<file path="config.mk">
export PLATFORM = sky130hd
export DESIGN_NAME = accel_responder_flat
export DESIGN_NICKNAME = d
export VERILOG_FILES = /design/src/rtl/accel_responder_if.sv /design/src/rtl/accel_responder.sv /design/src/flat_wrapper.sv
export SDC_FILE = /design/constraint.sdc
export NUM_CORES = 1
export LEC_CHECK = 0
export BUFFER_PORTS_ARGS = -buffer_cell sky130_fd_sc_hd__buf_2
export CORE_UTILIZATION = 45
export DETAILED_ROUTE_END_ITERATION = 10
export HOLD_SLACK_MARGIN = 0.15
export PLACE_DENSITY = 0.66
export SYNTH_ARGS = -nofsm -noshare
export SYNTH_HDL_FRONTEND = slang
export SYNTH_SLANG_ARGS = --single-unit
export TNS_END_PERCENT = 10
</file>
<file path="constraint.sdc">
create_clock -name clk -period 5 [get_ports clk]
set_clock_uncertainty 0.05 [all_clocks]
set_input_delay 0.25 -clock clk [delete_from_list [all_inputs] [get_ports clk]]
set_output_delay 0.25 -clock clk [all_outputs]
set_load 0.05 [all_outputs]
</file>
<file path="src/rtl/accel_responder_if.sv">
// Request/response channel between the EX stage and the accelerator responder.
// The master side is the pipeline (issues commands, consumes results); the
// slave side is the responder itself.
interface accel_responder_if #(
  parameter int XLEN = 32
);

  // Request channel: one command, already decoded and operand-forwarded.
  logic            req_valid;
  logic            req_ready;
  logic [2:0]      req_funct3;
  logic [XLEN-1:0] req_rs1_data;
  logic [XLEN-1:0] req_rs2_data;
  logic [4:0]      req_rd;

  // Pipeline control: abort on redirect, stall request back to hazard logic.
  logic            flush;
  logic            busy;

  // Response channel toward writeback arbitration.
  logic            resp_valid;
  logic            resp_ready;
  logic [XLEN-1:0] resp_data;
  logic [4:0]      resp_rd;
  logic            resp_err;

  modport master (
    output req_valid, req_funct3, req_rs1_data, req_rs2_data, req_rd,
    output flush, resp_ready,
    input  req_ready, busy, resp_valid, resp_data, resp_rd, resp_err
  );

  modport slave (
    input  req_valid, req_funct3, req_rs1_data, req_rs2_data, req_rd,
    input  flush, resp_ready,
    output req_ready, busy, resp_valid, resp_data, resp_rd, resp_err
  );

endinterface

</file>
<file path="src/rtl/accel_responder.sv">
// Accelerator responder: accepts one custom instruction at a time, runs an
// iterative shift-add multiply (one multiplier bit per cycle) or a
// single-cycle accumulator op, and returns the result with its destination
// register. busy holds the front end while a command is outstanding.
//
// Build option: define ACCEL_MAC_EN to implement the accumulator and the
// MAC / RDACC / CLRACC commands. Without it those encodings report resp_err.
//
// MUL_CYCLES must equal XLEN so the multiplier is fully consumed.
module accel_responder #(
  parameter int XLEN       = 32,
  parameter int MUL_CYCLES = 32
) (
  input logic               clk,
  input logic               rst,
  accel_responder_if.slave  bus
);

  localparam logic [2:0] F_MUL    = 3'b000;
`ifdef ACCEL_MAC_EN
  localparam logic [2:0] F_MAC    = 3'b001;
  localparam logic [2:0] F_RDACC  = 3'b010;
  localparam logic [2:0] F_CLRACC = 3'b011;
`endif

  // One extra bit keeps the width legal for any MUL_CYCLES >= 1.
  localparam int              CW       = $clog2(MUL_CYCLES + 1);
  localparam logic [CW-1:0]   LAST_CNT = CW'(MUL_CYCLES - 1);

  typedef enum logic [1:0] {
    S_IDLE,
    S_MUL,
    S_RESP
  } state_t;

  state_t          state, state_next;

  logic [XLEN-1:0] multiplicand;
  logic [XLEN-1:0] multiplier;
  logic [XLEN-1:0] product;
  logic [XLEN-1:0] product_next;
  logic [CW-1:0]   count;

  logic [XLEN-1:0] resp_data_q;
  logic [4:0]      resp_rd_q;
  logic            resp_err_q;

  logic            accept;
  logic            start_mul;
  logic            mul_step;
  logic            mul_last;
  logic [XLEN-1:0] single_data;
  logic            single_err;
  logic [XLEN-1:0] mul_result;

`ifdef ACCEL_MAC_EN
  logic [XLEN-1:0] acc;
  logic [XLEN-1:0] acc_sum;
  logic            is_mac;
`endif

  // Commands that go through the iterative multiplier.
`ifdef ACCEL_MAC_EN
  assign start_mul = (bus.req_funct3 == F_MUL) || (bus.req_funct3 == F_MAC);
`else
  assign start_mul = (bus.req_funct3 == F_MUL);
`endif

  // One shift-add iteration; wraps modulo 2^XLEN.
  assign product_next = multiplier[0] ? (product + multiplicand) : product;

`ifdef ACCEL_MAC_EN
  assign acc_sum    = acc + product_next;
  assign mul_result = is_mac ? acc_sum : product_next;
`else
  assign mul_result = product_next;
`endif

  // Result of the single-cycle commands, evaluated on the accept edge.
  always_comb begin
    // NOTE: every output of a combinational block gets a default first, so
    // no path through the case leaves it unassigned and infers a latch.
    single_data = '0;
    single_err  = 1'b1;
`ifdef ACCEL_MAC_EN
    case (bus.req_funct3)
      F_RDACC: begin
        single_data = acc;
        single_err  = 1'b0;
      end
      F_CLRACC: single_err = 1'b0;
      default: ;
    endcase
`endif
  end

  // State register.
  always_ff @(posedge clk or posedge rst) begin
    // NOTE: clocked state uses non-blocking assignment so every register
    // samples pre-edge values regardless of block ordering.
    if (rst) state <= S_IDLE;
    else     state <= state_next;
  end

  // Next-state and control decode; flush outranks every other event.
  always_comb begin
    state_next = state;
    accept     = 1'b0;
    mul_step   = 1'b0;
    mul_last   = 1'b0;
    case (state)
      S_IDLE: begin
        if (bus.req_valid && !bus.flush) begin
          accept     = 1'b1;
          state_next = start_mul ? S_MUL : S_RESP;
        end
      end
      S_MUL: begin
        if (bus.flush) begin
          state_next = S_IDLE;
        end else begin
          mul_step = 1'b1;
          if (count == LAST_CNT) begin
            mul_last   = 1'b1;
            state_next = S_RESP;
          end
        end
      end
      S_RESP: begin
        if (bus.flush || bus.resp_ready) state_next = S_IDLE;
      end
      default: state_next = S_IDLE;
    endcase
  end

  // Operand capture, shift-add datapath and response registers.
  always_ff @(posedge clk or posedge rst) begin
    if (rst) begin
      multiplicand <= '0;
      multiplier   <= '0;
      product      <= '0;
      count        <= '0;
      resp_data_q  <= '0;
      resp_rd_q    <= '0;
      resp_err_q   <= 1'b0;
    end else if (accept) begin
      multiplicand <= bus.req_rs1_data;
      multiplier   <= bus.req_rs2_data;
      product      <= '0;
      count        <= '0;
      resp_rd_q    <= bus.req_rd;
      if (!start_mul) begin
        resp_data_q <= single_data;
        resp_err_q  <= single_err;
      end
    end else if (mul_step) begin
      product      <= product_next;
      multiplicand <= multiplicand << 1;
      multiplier   <= multiplier >> 1;
      count        <= count + 1'b1;
      if (mul_last) begin
        resp_data_q <= mul_result;
        resp_err_q  <= 1'b0;
      end
    end
  end

`ifdef ACCEL_MAC_EN
  // Accumulator: cleared by CLRACC, updated only when a MAC completes, so a
  // flushed MAC leaves it untouched.
  always_ff @(posedge clk or posedge rst) begin
    if (rst) begin
      acc    <= '0;
      is_mac <= 1'b0;
    end else begin
      if (accept) is_mac <= (bus.req_funct3 == F_MAC);
      if (accept && bus.req_funct3 == F_CLRACC) acc <= '0;
      else if (mul_last && is_mac)              acc <= acc_sum;
    end
  end
`endif

  assign bus.req_ready  = (state == S_IDLE);
  assign bus.resp_valid = (state == S_RESP);
  assign bus.resp_data  = resp_data_q;
  assign bus.resp_rd    = resp_rd_q;
  assign bus.resp_err   = resp_err_q;
  assign bus.busy       = (state != S_IDLE) || bus.req_valid;

endmodule

</file>
<file path="src/flat_wrapper.sv">
// flat-port wrapper written by rule: the top's interface ports become plain ports
module accel_responder_flat 
#(
  parameter int XLEN       = 32,
  parameter int MUL_CYCLES = 32
)
  (clk, rst, bus_req_valid, bus_req_funct3, bus_req_rs1_data, bus_req_rs2_data, bus_req_rd, bus_flush, bus_resp_ready, bus_req_ready, bus_busy, bus_resp_valid, bus_resp_data, bus_resp_rd, bus_resp_err);
  accel_responder_if #(.XLEN(XLEN)) bus_i ();
  input logic clk;
  input logic rst;
  input wire logic [$bits(bus_i.req_valid)-1:0] bus_req_valid;
  input wire logic [$bits(bus_i.req_funct3)-1:0] bus_req_funct3;
  input wire logic [$bits(bus_i.req_rs1_data)-1:0] bus_req_rs1_data;
  input wire logic [$bits(bus_i.req_rs2_data)-1:0] bus_req_rs2_data;
  input wire logic [$bits(bus_i.req_rd)-1:0] bus_req_rd;
  input wire logic [$bits(bus_i.flush)-1:0] bus_flush;
  input wire logic [$bits(bus_i.resp_ready)-1:0] bus_resp_ready;
  output wire logic [$bits(bus_i.req_ready)-1:0] bus_req_ready;
  output wire logic [$bits(bus_i.busy)-1:0] bus_busy;
  output wire logic [$bits(bus_i.resp_valid)-1:0] bus_resp_valid;
  output wire logic [$bits(bus_i.resp_data)-1:0] bus_resp_data;
  output wire logic [$bits(bus_i.resp_rd)-1:0] bus_resp_rd;
  output wire logic [$bits(bus_i.resp_err)-1:0] bus_resp_err;
  assign bus_i.req_valid = bus_req_valid;
  assign bus_i.req_funct3 = bus_req_funct3;
  assign bus_i.req_rs1_data = bus_req_rs1_data;
  assign bus_i.req_rs2_data = bus_req_rs2_data;
  assign bus_i.req_rd = bus_req_rd;
  assign bus_i.flush = bus_flush;
  assign bus_i.resp_ready = bus_resp_ready;
  assign bus_req_ready = bus_i.req_ready;
  assign bus_busy = bus_i.busy;
  assign bus_resp_valid = bus_i.resp_valid;
  assign bus_resp_data = bus_i.resp_data;
  assign bus_resp_rd = bus_i.resp_rd;
  assign bus_resp_err = bus_i.resp_err;
  accel_responder #(.XLEN(XLEN), .MUL_CYCLES(MUL_CYCLES)) u_core (.clk(clk), .rst(rst), .bus(bus_i));
endmodule
</file>
Word level (Yosys, flattened, before mapping)
Cells that the tools add are included.

Flip-flop bits (word level): 142. Input port bits: 77. Logic and storage cells: 58.

Add/subtract/negate cells: 2. Eq/ne operators: 7. Mux-type cells: 30. Reduce and logical (&&, ||, !) cells: 11.

Operator list (number): 32-bit 2-to-1 mux (11); 32-bit adder (1); 6-bit 2-to-1 mux (2); 1-bit 2-to-1 mux (11); 2-bit 2-to-1 mux (5); 6-bit by 1-bit adder with 6-bit output (second input constant) (1); 6-bit by 5-bit == test with 1-bit output (second input constant) (1); 2-bit one-hot mux with 3 select lines (1); 3-bit AND reduction (2); 2-bit nonzero test (3); 2-bit by 1-bit != test with 1-bit output (second input constant) (2); 3-bit zero test (1); 3-bit by 2-bit != test with 1-bit output (second input constant) (1); 2-bit by 1-bit == test with 1-bit output (second input constant) (1); 2-bit == test (second input constant) (1); 2-bit zero test (1); 1-bit logical OR (2); 2-bit != test (second input constant) (1); 1-bit logical AND (1); 1-bit zero test (1).

Depth between registers and ports, before layout
Gate-level depths: netlist of the first run.

Depth after elaboration: 7. Mapped depth: 11.

Least setup slack after synthesis of the first run
Ideal clock, no wire load.

Path kind: reg-to-reg. From: reg u_core.product[0]. To: reg u_core.product[30]. Library setup time: 0.083 ns. Data arrival time: 2.398 ns. Slack: 2.470 ns. Stages on the path, launching flop included: 12. Cells stage by stage: dfrtp_1 ha_1 fa_1 a21o_1 nand4_1 a21oi_2 o22ai_1 o21ai_1 a211oi_2 o21ai_1 xnor2_1 o21ai_0.

Cells in the longest elaborated chain, start to end: 4.

RTL lines: from (decl) (line accel_responder.sv:40) `logic [XLEN-1:0] product;`; from (signal assigned) (line accel_responder.sv:157) `product <= product_next;`; 32-bit adder (line accel_responder.sv:70) `assign product_next = multiplier[0] ? (product + multiplicand) : product;`; 32-bit 2-to-1 mux (line accel_responder.sv:70); 32-bit 2-to-1 mux (line accel_responder.sv:156) `end else if (mul_step) begin`; 32-bit 2-to-1 mux (line accel_responder.sv:146) `end else if (accept) begin`.

No other way between the ends. The select of a mux whose other input is x is not followed. A chain may end at the register's enable or synchronous reset.

Final worst setup path of the first run
From: reg u_core.state[0]. To: reg u_core.state[1].

Cells in the longest elaborated chain, start to end: 3. Elaborated cells between the ends (all ways): 8. Classes of those cells: eq/ne: 5; mux: 1; reduce/logical: 2.

RTL lines: from (decl) (line accel_responder.sv:36) `state_t state, state_next;`; from (signal assigned) (line accel_responder.sv:102) `else state <= state_next;`; 2-bit by 1-bit == test with 1-bit output (tied with other cells) (line accel_responder.sv:111) `case (state)`; 3-bit by 2-bit != test with 1-bit output (no source line) / 2-bit by 1-bit != test with 1-bit output (equally long branches); 3-bit AND reduction (no source line).

Several ways; a longest one is shown, not always the timed one.

==> metrics.log, run 1 <==
[metrics] aggregate negative setup slack: 0 ns
[metrics] total wire length: about 20 mm
[metrics] CTS sink cnt: ~140
[metrics] starting density of the core: between 40% and 50%
[metrics] Row Count: 47
[metrics] launch instance of the worst min-delay path: bus_req_funct3[2]
[metrics] leakage power: between 4 and 5 nW
[metrics] die height: about 130 µm
[metrics] category of the critical setup timing path: flip-flop to flip-flop
[metrics] RSZ-0062 raised after global routing: no
[metrics] CTS root buf: clkbuf_16
[metrics] fraction of post-synthesis cell area in the top cell type by area: a little under half
[metrics] Syn Inst Count: between 800 and 900
[metrics] number of routed nets with antenna violations: 0
[metrics] post-synthesis instance area: roughly 7700 µm²
[metrics] clock insertion delay at the later pin of the skew report: 0.43 ns
[metrics] overall routing resource usage: a little under a quarter
[metrics] # port buffers: about 120
[metrics] area share of xor/xnor cells in the synthesized design: 3.07%
[metrics] fraction of the cycle the final worst path needs: 61.6%
[metrics] Relative slew margins: 39.8%
[metrics] Starting DRT DRC Count: about 380
[metrics] status: finished clean
[metrics] Die Width: about 130 µm
[metrics] Layout area overhead: 26.5%
[metrics] total congestion overflow after global routing: 0
[metrics] Min Clock Period, post-route: about 3 ns
[metrics] launching point of the worst reg2reg path: u_core.state[0]$_DFFE_PP0P_
[metrics] launch point of the critical path: u_core.state[0]$_DFFE_PP0P_
[metrics] core region area: between 15000 and 20000 µm²
[metrics] slew at the pin closest to its max-slew limit: about 0.9 ns
[metrics] number of warnings issued by yosys: 0
[metrics] synthesized netlist net count: between 900 and 1000
[metrics] highest net fanout along the worst path: between 60 and 70
[metrics] kind of start point of the critical path: flip-flop
[metrics] number of inserted filler cells in the final layout: 1500
[metrics] HPWL after DPL: ~12 mm
[metrics] final standard cell count with taps included and fillers excluded: 1243
[metrics] cells taking the most area after synthesis: dfrtp_1, nand2_1, a22oi_1, ha_1, mux2i_1
[metrics] number of antenna violations at the first check in global routing: 0
[metrics] Post-layout nets: roughly 1100
[metrics] data required time at the worst endpoint: 5.31 ns
[metrics] most common cell in the synthesized netlist: nand2_1
[metrics] Reg clk slew, reported paths: 0.06 ns
[metrics] ratio of routed vias to standard cells: ~5.4
[metrics] library cell occupying the most area in the post-synthesis netlist: dfrtp_1
[metrics] count of cell types in the netlist: 63
[metrics] flip-flop cell with the highest count after synthesis: dfrtp_1
[metrics] Peak supply drop: 0.000255 V
[metrics] vias after detailed routing: approximately 6700
[metrics] number of H-tree branching levels: 4
[metrics] Max Clock Freq: 325 MHz
[metrics] Post-Synthesis Mean Instance Area: around 9 µm²
[metrics] multiplexer area fraction after synthesis: between 3 and 4%
[metrics] type of element capturing the critical path: flip-flop
[metrics] Slew Limit Fails: 0
[metrics] largest family of logic cells by synthesized area: compound AO/OA/AOI/OAI gates
[metrics] # Max-Cap Violations: 0
[metrics] sequential cell area fraction in the yosys report: 46.1%
[metrics] count of flip-flops with a built-in enable after synthesis: 0
[metrics] path type of the worst min-delay path: primary input to flip-flop
[metrics] compound-cell area share of the yosys netlist: a little over a fifth
[metrics] Synth top cells by count: nand2_1, dfrtp_1, a22oi_1, a21oi_1, nor2_1
[metrics] Layout Utilization: 58.6%
[metrics] DRC Markers: 0
[metrics] post-CTS setup buffer count: 0
[metrics] clock buffers created by TritonCTS: 17
[metrics] Hold Vio Cnt, Final: 0
[metrics] share of async-settable or async-resettable flops after synthesis: 100%
[metrics] largest net degree at the start of global routing: 103
[metrics] share of post-route cells with drive strength above 1: ~18%
[metrics] Arr. time, crit path: around 3.4 ns
[metrics] gpl congestion: slightly below 0.9
[metrics] Top Ports: 118
[metrics] basic-gate share of the synthesized area counting and, or, nand and nor cells: about 17%
[metrics] first-pass GRT wire length: ~33 mm
[metrics] via count of the first global-routing pass: slightly below 7000
[metrics] Ant. Diodes: 0
[metrics] Post-Place Cells: 1138
[metrics] detail-routed net length per standard cell: between 15 and 20 µm
[metrics] fraction of the mapped netlist area in adder cells: 5.45%
[metrics] Setup-failing EPs final: 0
[metrics] die area: about 18000 µm²
[metrics] Pwr per Cell Area: between 300 and 400 nW/µm²
[metrics] detailed-router iteration count before antenna repair: 4
[metrics] count of state elements after synthesis: approximately 140
[metrics] CTS tree: built
[metrics] clock tree buffer depth: 2
-- worst max-delay path, cell delays in order, from the launching register on --
cell and delay [ns]:
dfrtp_1 0.47, nor4b_4 0.29, buf_4 0.65, o21ai_1 0.32
and2_1 0.25, buf_4 0.27, o41ai_1 0.11, dlygate4sd3_1 0.59
-- cell type report --
| cell class | count | area [µm²] | area share [%] |
|---|---|---|---|
| Clock buffer | 17 | 425 | 4.36 |
| Clock inverter | 14 | 145 | 1.49 |
| Inverter | 12 | 50.0 | 0.513 |
| Multi-Input combinational cell | 639 | 3920 | 40.2 |
| Sequential cell | 142 | 3550 | 36.4 |
| Tap cell | 220 | 275 | 2.82 |
| Timing Repair Buffer | 199 | 1390 | 14.2 |
-- layer usage --
layer | share of wire [%] | up-vias | global-route usage [%]
met1 | 49 | 3217 | 32.5
met2 | 45 | 162 | 37.1
li1 | - | 3339 | -
met5 | 0 | - | 0
met3 | 4.2 | 26 | 4.37
met4 | 1.7 | 0 | 7.60
-- flip-flops by register name (all words and copies together) (netlist names) --
name                  flops
u_core.product           32
u_core.multiplier        32
u_core.state              2
u_core.bus.resp_data     32
u_core.bus.resp_rd        5
u_core.bus.resp_err       1
u_core.count              6
u_core.multiplicand      32
-- kinds of logic after synthesis --
| group | Yosys count |
|---|---|
| mux | 27 |
| simple gates | 317 |
| xor+xnor | 27 |
| buf+inv | 64 |
| fa+ha+maj | 33 |
| flops | 142 |
| compound gates | 235 |
-- per-stage QoR --
step | setup WS (ns) | power (mW) | hold WS, ns | cell area (µm²)
floorplan | 0.890 | 1.97 | 0.284 | 7710
global route | 1.71 | 3.61 | 0.398 | 9750
finish | 1.92 | 3.44 | 0.356 | 9750
detailed placement | 2.10 | 2.17 | 0.378 | 8440
global placement | 2.15 | 2.16 | 0.382 | 8440
CTS | 1.95 | 3.45 | 0.343 | 9750
-- cell usage in the layout, fill, tap and decap left out, types with 5 or more instances in the layout --
master	instances
nand2_1	218
dfrtp_1	141
buf_2	117
dlygate4sd3_1	74
a22oi_1	61
a21oi_1	44
nor2_1	38
ha_1	32
o21ai_0	29
mux2i_1	24
xnor2_1	17
clkbuf_16	17
nand3_1	16
a211oi_1	14
a21o_1	13
o21ai_1	12
inv_1	11
a31oi_1	10
o31ai_1	10
xor2_1	10
buf_4	8
nand4_1	7
nor3_1	6
a22o_1	6
o211ai_1	5
or3_1	5
-- report_power, final --
group	internal [mW]	switching, mW	leakage, nW	total (mW)
Combinational	0.300	0.485	2.68	0.785
Sequential	1.29	0.119	1.86	1.41
Clock	0.731	0.510	0.271	1.24
Total	2.32	1.11	4.81	3.44
-- worst paths after layout --
check	endpoint	slack (ns)	depth (start not counted)
min reg2reg	u_core.bus.resp_rd[3]$_DFFE_PP0P_	0.42	2
min in group asynchronous	u_core.multiplier[11]$_DFFE_PP0P_	0.52	3
max in group asynchronous	u_core.state[0]$_DFFE_PP0P_	3.29	4
min	u_core.bus.resp_err$_DFFE_PP0P_	0.36	4
max	u_core.state[1]$_DFFE_PP0P_	1.92	7
max reg2reg	u_core.state[1]$_DFFE_PP0P_	1.92	7
-- what timing repair did --
action	CTS	global route
endpoints found under the hold margin	172	0
resized for setup	0	0
hold buffers	74	0
Power figures use the tool's default switching activity.
==> run 2, diff against run 1 <==
Settings changed: PLACE_DENSITY 0.66 to 0.68.
Clock period 5 ns to 2.8 ns, I/O delays scaled along.
==> metrics.log, run 2 (synthesized netlist as in run 1, its figures left out) <==
[metrics] status: finished clean
[metrics] Arr. time, crit path: 2.98 ns
[metrics] Die Width: between 100 and 150 µm
[metrics] path type of the worst min-delay path: primary input to flip-flop
[metrics] gpl congestion: slightly below 0.9
[metrics] aggregate negative setup slack: 0 ns
[metrics] RSZ-0062 raised after global routing: yes
[metrics] vias after detailed routing: between 6000 and 7000
[metrics] Peak supply drop: approximately 0.00049 V
[metrics] category of the critical setup timing path: flip-flop to flip-flop
[metrics] Layout Utilization: 61.1%
[metrics] Max Clock Freq: 366 MHz
[metrics] total congestion overflow after global routing: 0
[metrics] highest net fanout along the worst path: 4
[metrics] internal power of the cells: around 4.2 mW
[metrics] type of element capturing the critical path: flip-flop
[metrics] detail-routed net length per standard cell: 15.8 µm
[metrics] part of the power in the clock network: around a third
[metrics] CTS sink cnt: approximately 140
[metrics] data required time at the worst endpoint: 3.05 ns
[metrics] number of routed nets with antenna violations: 0
[metrics] core region area: between 15000 and 20000 µm²
[metrics] via count of the first global-routing pass: a little under 7000
[metrics] kind of start point of the critical path: flip-flop
[metrics] CTS root buf: clkbuf_16
[metrics] total wire length: roughly 20 mm
[metrics] leading cell types in the layout, fill and taps excluded: nand2_1, dfrtp_1, buf_2
[metrics] Post-Place Cells: ~1200
[metrics] fraction of power spent switching nets: about a third
[metrics] number of antenna violations at the first check in global routing: 0
[metrics] Setup-failing EPs final: 0
[metrics] Pwr per Cell Area: ~610 nW/µm²
[metrics] number of H-tree branching levels: 4
[metrics] fraction of the cycle the final worst path needs: a little over nine tenths
[metrics] Reg clk slew, reported paths: around 0.060 ns
[metrics] Row Count: 47
[metrics] detailed-router iteration count before antenna repair: 5
[metrics] slew at the pin closest to its max-slew limit: about 0.75 ns
[metrics] power share of the sequential group: between 40 and 50%
[metrics] worst slack after detailed placement: around 0.021 ns
[metrics] Min Clock Period, post-route: ~2.7 ns
[metrics] Relative slew margins: about half
[metrics] Post-layout nets: approximately 1100
[metrics] Final Cell Area: 10200 µm²
[metrics] combinational group share of total power: about a quarter
[metrics] leakage power: between 4 and 5 nW
[metrics] Ant. Diodes: 0
[metrics] Starting DRT DRC Count: about 420
[metrics] Slew Limit Fails: 0
[metrics] # Max-Cap Violations: 0
[metrics] Hold Vio Cnt, Final: 0
[metrics] # port buffers: approximately 120
[metrics] PnR worst setup slack: 0.0653 ns
[metrics] most frequent standard cell in the layout excluding fill and tap cells: nand2_1
[metrics] total placed instance area: roughly 8700 µm²
[metrics] HPWL after DPL: around 13 mm
[metrics] share of post-route cells with drive strength above 1: 21.5%
[metrics] largest net degree at the start of global routing: roughly 140
[metrics] first-pass GRT wire length: 33.5 mm
[metrics] die area: around 18000 µm²
[metrics] final standard cell count with taps included and fillers excluded: 1269
[metrics] clock tree buffer depth: 2
[metrics] clock insertion delay at the later pin of the skew report: ~0.42 ns
[metrics] CTS tree: built
[metrics] Layout area overhead: 32.0%
[metrics] die height: approximately 130 µm
[metrics] starting density of the core: around 46%
[metrics] overall routing resource usage: roughly a quarter
[metrics] Top Ports: ~120
[metrics] DRC Markers: 0
[metrics] ratio of routed vias to standard cells: 5.47
[metrics] switching power: approximately 2 mW
[metrics] clock buffers created by TritonCTS: 17
run 2: worst paths after layout:
| path | endpoint | slack [ns] | from | depth (start not counted) |
|---|---|---|---|---|
| min in group asynchronous | u_core.bus.resp_data[14]$_DFFE_PP0P_ | 0.45 | rst | 4 |
| max in group asynchronous | u_core.multiplier[0]$_DFFE_PP0P_ | 1.68 | rst | 4 |
| max reg2reg | u_core.bus.resp_data[29]$_DFFE_PP0P_ | 0.07 | u_core.product[1]$_DFFE_PP0P_ | 10 |
| min | u_core.bus.resp_rd[1]$_DFFE_PP0P_ | 0.22 | bus_req_valid | 5 |
| max | u_core.bus.resp_data[29]$_DFFE_PP0P_ | 0.07 | u_core.product[1]$_DFFE_PP0P_ | 10 |
| min reg2reg | u_core.bus.resp_data[0]$_DFFE_PP0P_ | 0.42 | u_core.bus.resp_data[0]$_DFFE_PP0P_ | 2 |
run 2: metrics by stage:
stage                     hold WS, ns  total power, mW
after global placement          0.271             3.92
after CTS                       0.210             6.21
after detailed placement        0.277             3.94
after global routing            0.266             6.55
after floorplan                 0.174             3.52
final                           0.223             6.23
run 2: what timing repair did:
action | CTS | global route
gates cloned | 0 | 0
buffers inserted | 0 | 2
gates resized for setup | 0 | 33
pin swaps | 1 | 19
endpoints found under the hold margin | 213 | 0
hold buffers | 74 | 0
setup endpoints to repair | 1 | 25
run 2: power groups by stage:
| stage | sequential (mW) | clock (mW) | combinational, mW |
|---|---|---|---|
| after floorplan | 2.64 | 0 | 0.882 |
| after global placement | 2.55 | 0 | 1.37 |
| after detailed placement | 2.56 | 0 | 1.39 |
| after CTS | 2.52 | 2.21 | 1.47 |
| after global routing | 2.57 | 2.30 | 1.68 |
| final | 2.54 | 2.18 | 1.52 |
run 2: critical path, stage by stage, from the launching register on:
cell      delay (ns)
dfrtp_2         0.45
ha_4            0.27
a211oi_4        0.29
o21bai_4        0.10
o211ai_1        0.33
a21oi_2         0.15
o211ai_4        0.29
a21oi_2         0.09
or3_1           0.33
a31oi_1         0.18
o21ai_1         0.07
run 2: area by class of cell:
cell class	count	area, µm²
flip-flops and latches	142	3560
repair buffers	225	1630
clock buffers	22	484
clock inverters	9	85.1
multi-input cells	639	4090
well taps	220	275
inverters	12	48.8
fillers	1432	6470
run 2: per-layer routing:
metal	global-route usage, %	part of all wire [%]	up-vias
met4	6.90	1.5	0
met3	4.41	3.8	28
met2	36.9	46	162
met5	0	0	-
met1	33.6	48	3360
li1	-	-	3386
==> run 3, diff against run 2 <==
Settings changed: CORE_MARGIN set to 2, CORE_UTILIZATION 45 to 50, PLACE_DENSITY 0.68 to 0.74.
==> metrics.log, run 3 (synthesized netlist as in run 1, its figures left out) <==
[metrics] number of antenna violations at the first check in global routing: 0
[metrics] Ant. Diodes: 0
[metrics] CTS root buf: clkbuf_16
[metrics] final standard cell count with taps included and fillers excluded: between 1000 and 1500
[metrics] die area: between 15000 and 20000 µm²
[metrics] slew at the pin closest to its max-slew limit: 0.897 ns
[metrics] multi-input combinational cell area: about 4000 µm²
[metrics] leakage power: between 4 and 5 nW
[metrics] highest net fanout along the worst path: 4
[metrics] vias after detailed routing: slightly below 7000
[metrics] Arr. time, crit path: 2.92 ns
[metrics] # port buffers: around 120
[metrics] clock buffers created by TritonCTS: 17
[metrics] register area: between 3000 and 4000 µm²
[metrics] DRC Markers: 0
[metrics] gpl congestion: 0.924
[metrics] number of H-tree branching levels: 4
[metrics] share of post-route cells with drive strength above 1: a little over a fifth
[metrics] Post-layout nets: roughly 1100
[metrics] Top Ports: around 120
[metrics] kind of start point of the critical path: flip-flop
[metrics] ratio of routed vias to standard cells: 5.60
[metrics] Row Count: 45
[metrics] Slew Limit Fails: 0
[metrics] overall routing resource usage: roughly 25%
[metrics] total wire length: 19.9 mm
[metrics] Max Clock Freq: 373 MHz
[metrics] CTS sink cnt: approximately 140
[metrics] leading cell types in the layout, fill and taps excluded: nand2_1, dfrtp_1, buf_2
[metrics] number of routed nets with antenna violations: 0
[metrics] Reg clk slew, reported paths: 0.06 ns
[metrics] Starting DRT DRC Count: between 500 and 600
[metrics] category of the critical setup timing path: flip-flop to flip-flop
[metrics] die height: around 130 µm
[metrics] detailed-router iteration count before antenna repair: 5
[metrics] first-pass GRT wire length: approximately 33 mm
[metrics] starting density of the core: a little over 50%
[metrics] overall power: approximately 6.4 mW
[metrics] core region area: about 15000 µm²
[metrics] RSZ-0062 raised after global routing: yes
[metrics] Setup-failing EPs final: 0
[metrics] number of inserted filler cells in the final layout: about 1200
[metrics] Layout area overhead: 30.9%
[metrics] path type of the worst min-delay path: primary input to flip-flop
[metrics] via count of the first global-routing pass: approximately 6600
[metrics] detail-routed net length per standard cell: 16.1 µm
[metrics] Min Clock Period, post-route: around 2.7 ns
[metrics] total congestion overflow after global routing: 0
[metrics] # Max-Cap Violations: 0
[metrics] Relative slew margins: 40.2%
[metrics] data required time at the worst endpoint: a little over 3 ns
[metrics] largest net degree at the start of global routing: 143
[metrics] Pwr per Cell Area: 635 nW/µm²
[metrics] Peak supply drop: 0.000452 V
[metrics] CTS tree: built
[metrics] Hold Vio Cnt, Final: 0
[metrics] Post-Place Cells: 1129
[metrics] fraction of the cycle the final worst path needs: around 96%
[metrics] status: finished clean
[metrics] most frequent standard cell in the layout excluding fill and tap cells: nand2_1
[metrics] Die Width: ~130 µm
[metrics] type of element capturing the critical path: flip-flop
[metrics] clock tree buffer depth: 2
[metrics] clock insertion delay at the later pin of the skew report: around 0.43 ns
[metrics] HPWL after DPL: 12.5 mm
-- run 3: changes by cell type in the layout (fill, tap and decap cells not counted), sizes merged --
cell,previous run,this run
buf,151,149
clkbuf,22,23
clkinv,4,2
bufinv,1,3
-- run 3: area by class of cell --
| cell class | count | area share (%) |
|---|---|---|
| Clock buffer | 23 | 4.83 |
| Multi-Input combinational cell | 639 | 39.9 |
| Sequential cell | 142 | 35.2 |
| Timing Repair Buffer | 223 | 15.9 |
| Tap cell | 188 | 2.33 |
| Inverter | 12 | 0.483 |
| Clock inverter | 9 | 1.30 |
-- run 3: worst paths after layout --
kind / start / end / slack [ns] / cells past startpoint
setup / recovery: u_core.product[0]$_DFFE_PP0P_ / u_core.product[22]$_DFFE_PP0P_ / 0.12 / 12
hold / removal: bus_req_valid / u_core.bus.resp_rd[4]$_DFFE_PP0P_ / 0.23 / 5
setup reg to reg: u_core.product[0]$_DFFE_PP0P_ / u_core.product[22]$_DFFE_PP0P_ / 0.12 / 12
hold reg to reg: u_core.bus.resp_data[5]$_DFFE_PP0P_ / u_core.bus.resp_data[5]$_DFFE_PP0P_ / 0.42 / 2
max in group asynchronous: rst / u_core.multiplier[0]$_DFFE_PP0P_ / 1.60 / 4
min in group asynchronous: rst / u_core.bus.resp_data[16]$_DFFE_PP0P_ / 0.33 / 4
-- run 3: through the flow --
| step | utilization [%] | hold WS, ns | worst slack [ns] | setup TNS, ns | cell area [µm²] |
|---|---|---|---|---|---|
| floorplan | - | 0.174 | 0.270 | 0 | 7710 |
| global placement | 56.9 | 0.271 | 0.109 | 0 | 8610 |
| detailed placement | 56.9 | 0.268 | 0.0940 | 0 | 8610 |
| CTS | 65.8 | 0.222 | 0.0416 | 0 | 9970 |
| global route | 66.6 | 0.232 | -0.0258 | -0.0603 | 10100 |
| finish | 66.6 | 0.233 | 0.121 | 0 | 10100 |
-- run 3: power breakdown --
group	leakage (nW)	switching, mW	internal (mW)
registers	1.86	0.231	2.31
clock network	0.296	0.868	1.50
logic	2.83	0.894	0.612
total	4.98	1.99	4.42
-- run 3: what timing repair did --
action / CTS / global route
hold buffers: 74 / 0
hold endpoints to repair: 213 / 0
buffers inserted: 0 / 1
gates resized for setup: 0 / 27
setup endpoints to repair: 0 / 24
-- run 3: per-layer routing --
metal / vias to the layer above / wire, µm / global-route usage (%)
li1: 3393 / - / -
met3: 13 / 995 / 6.18
met2: 177 / 9340 / 38.7
met5: - / 0 / 0
met4: 0 / 182 / 6.40
met1: 3343 / 9330 / 35.4
-- run 3: critical path: stages, from the launching register on --
cell and delay, ns:
dfrtp_1 0.36, ha_2 0.20, fa_2 0.22, a21o_1 0.13, nand4_1 0.12, a21oi_2 0.26
o22ai_1 0.10, buf_4 0.17, o41ai_4 0.37, a31oi_1 0.14, xnor2_1 0.14, mux2i_1 0.19
a21oi_1 0.09
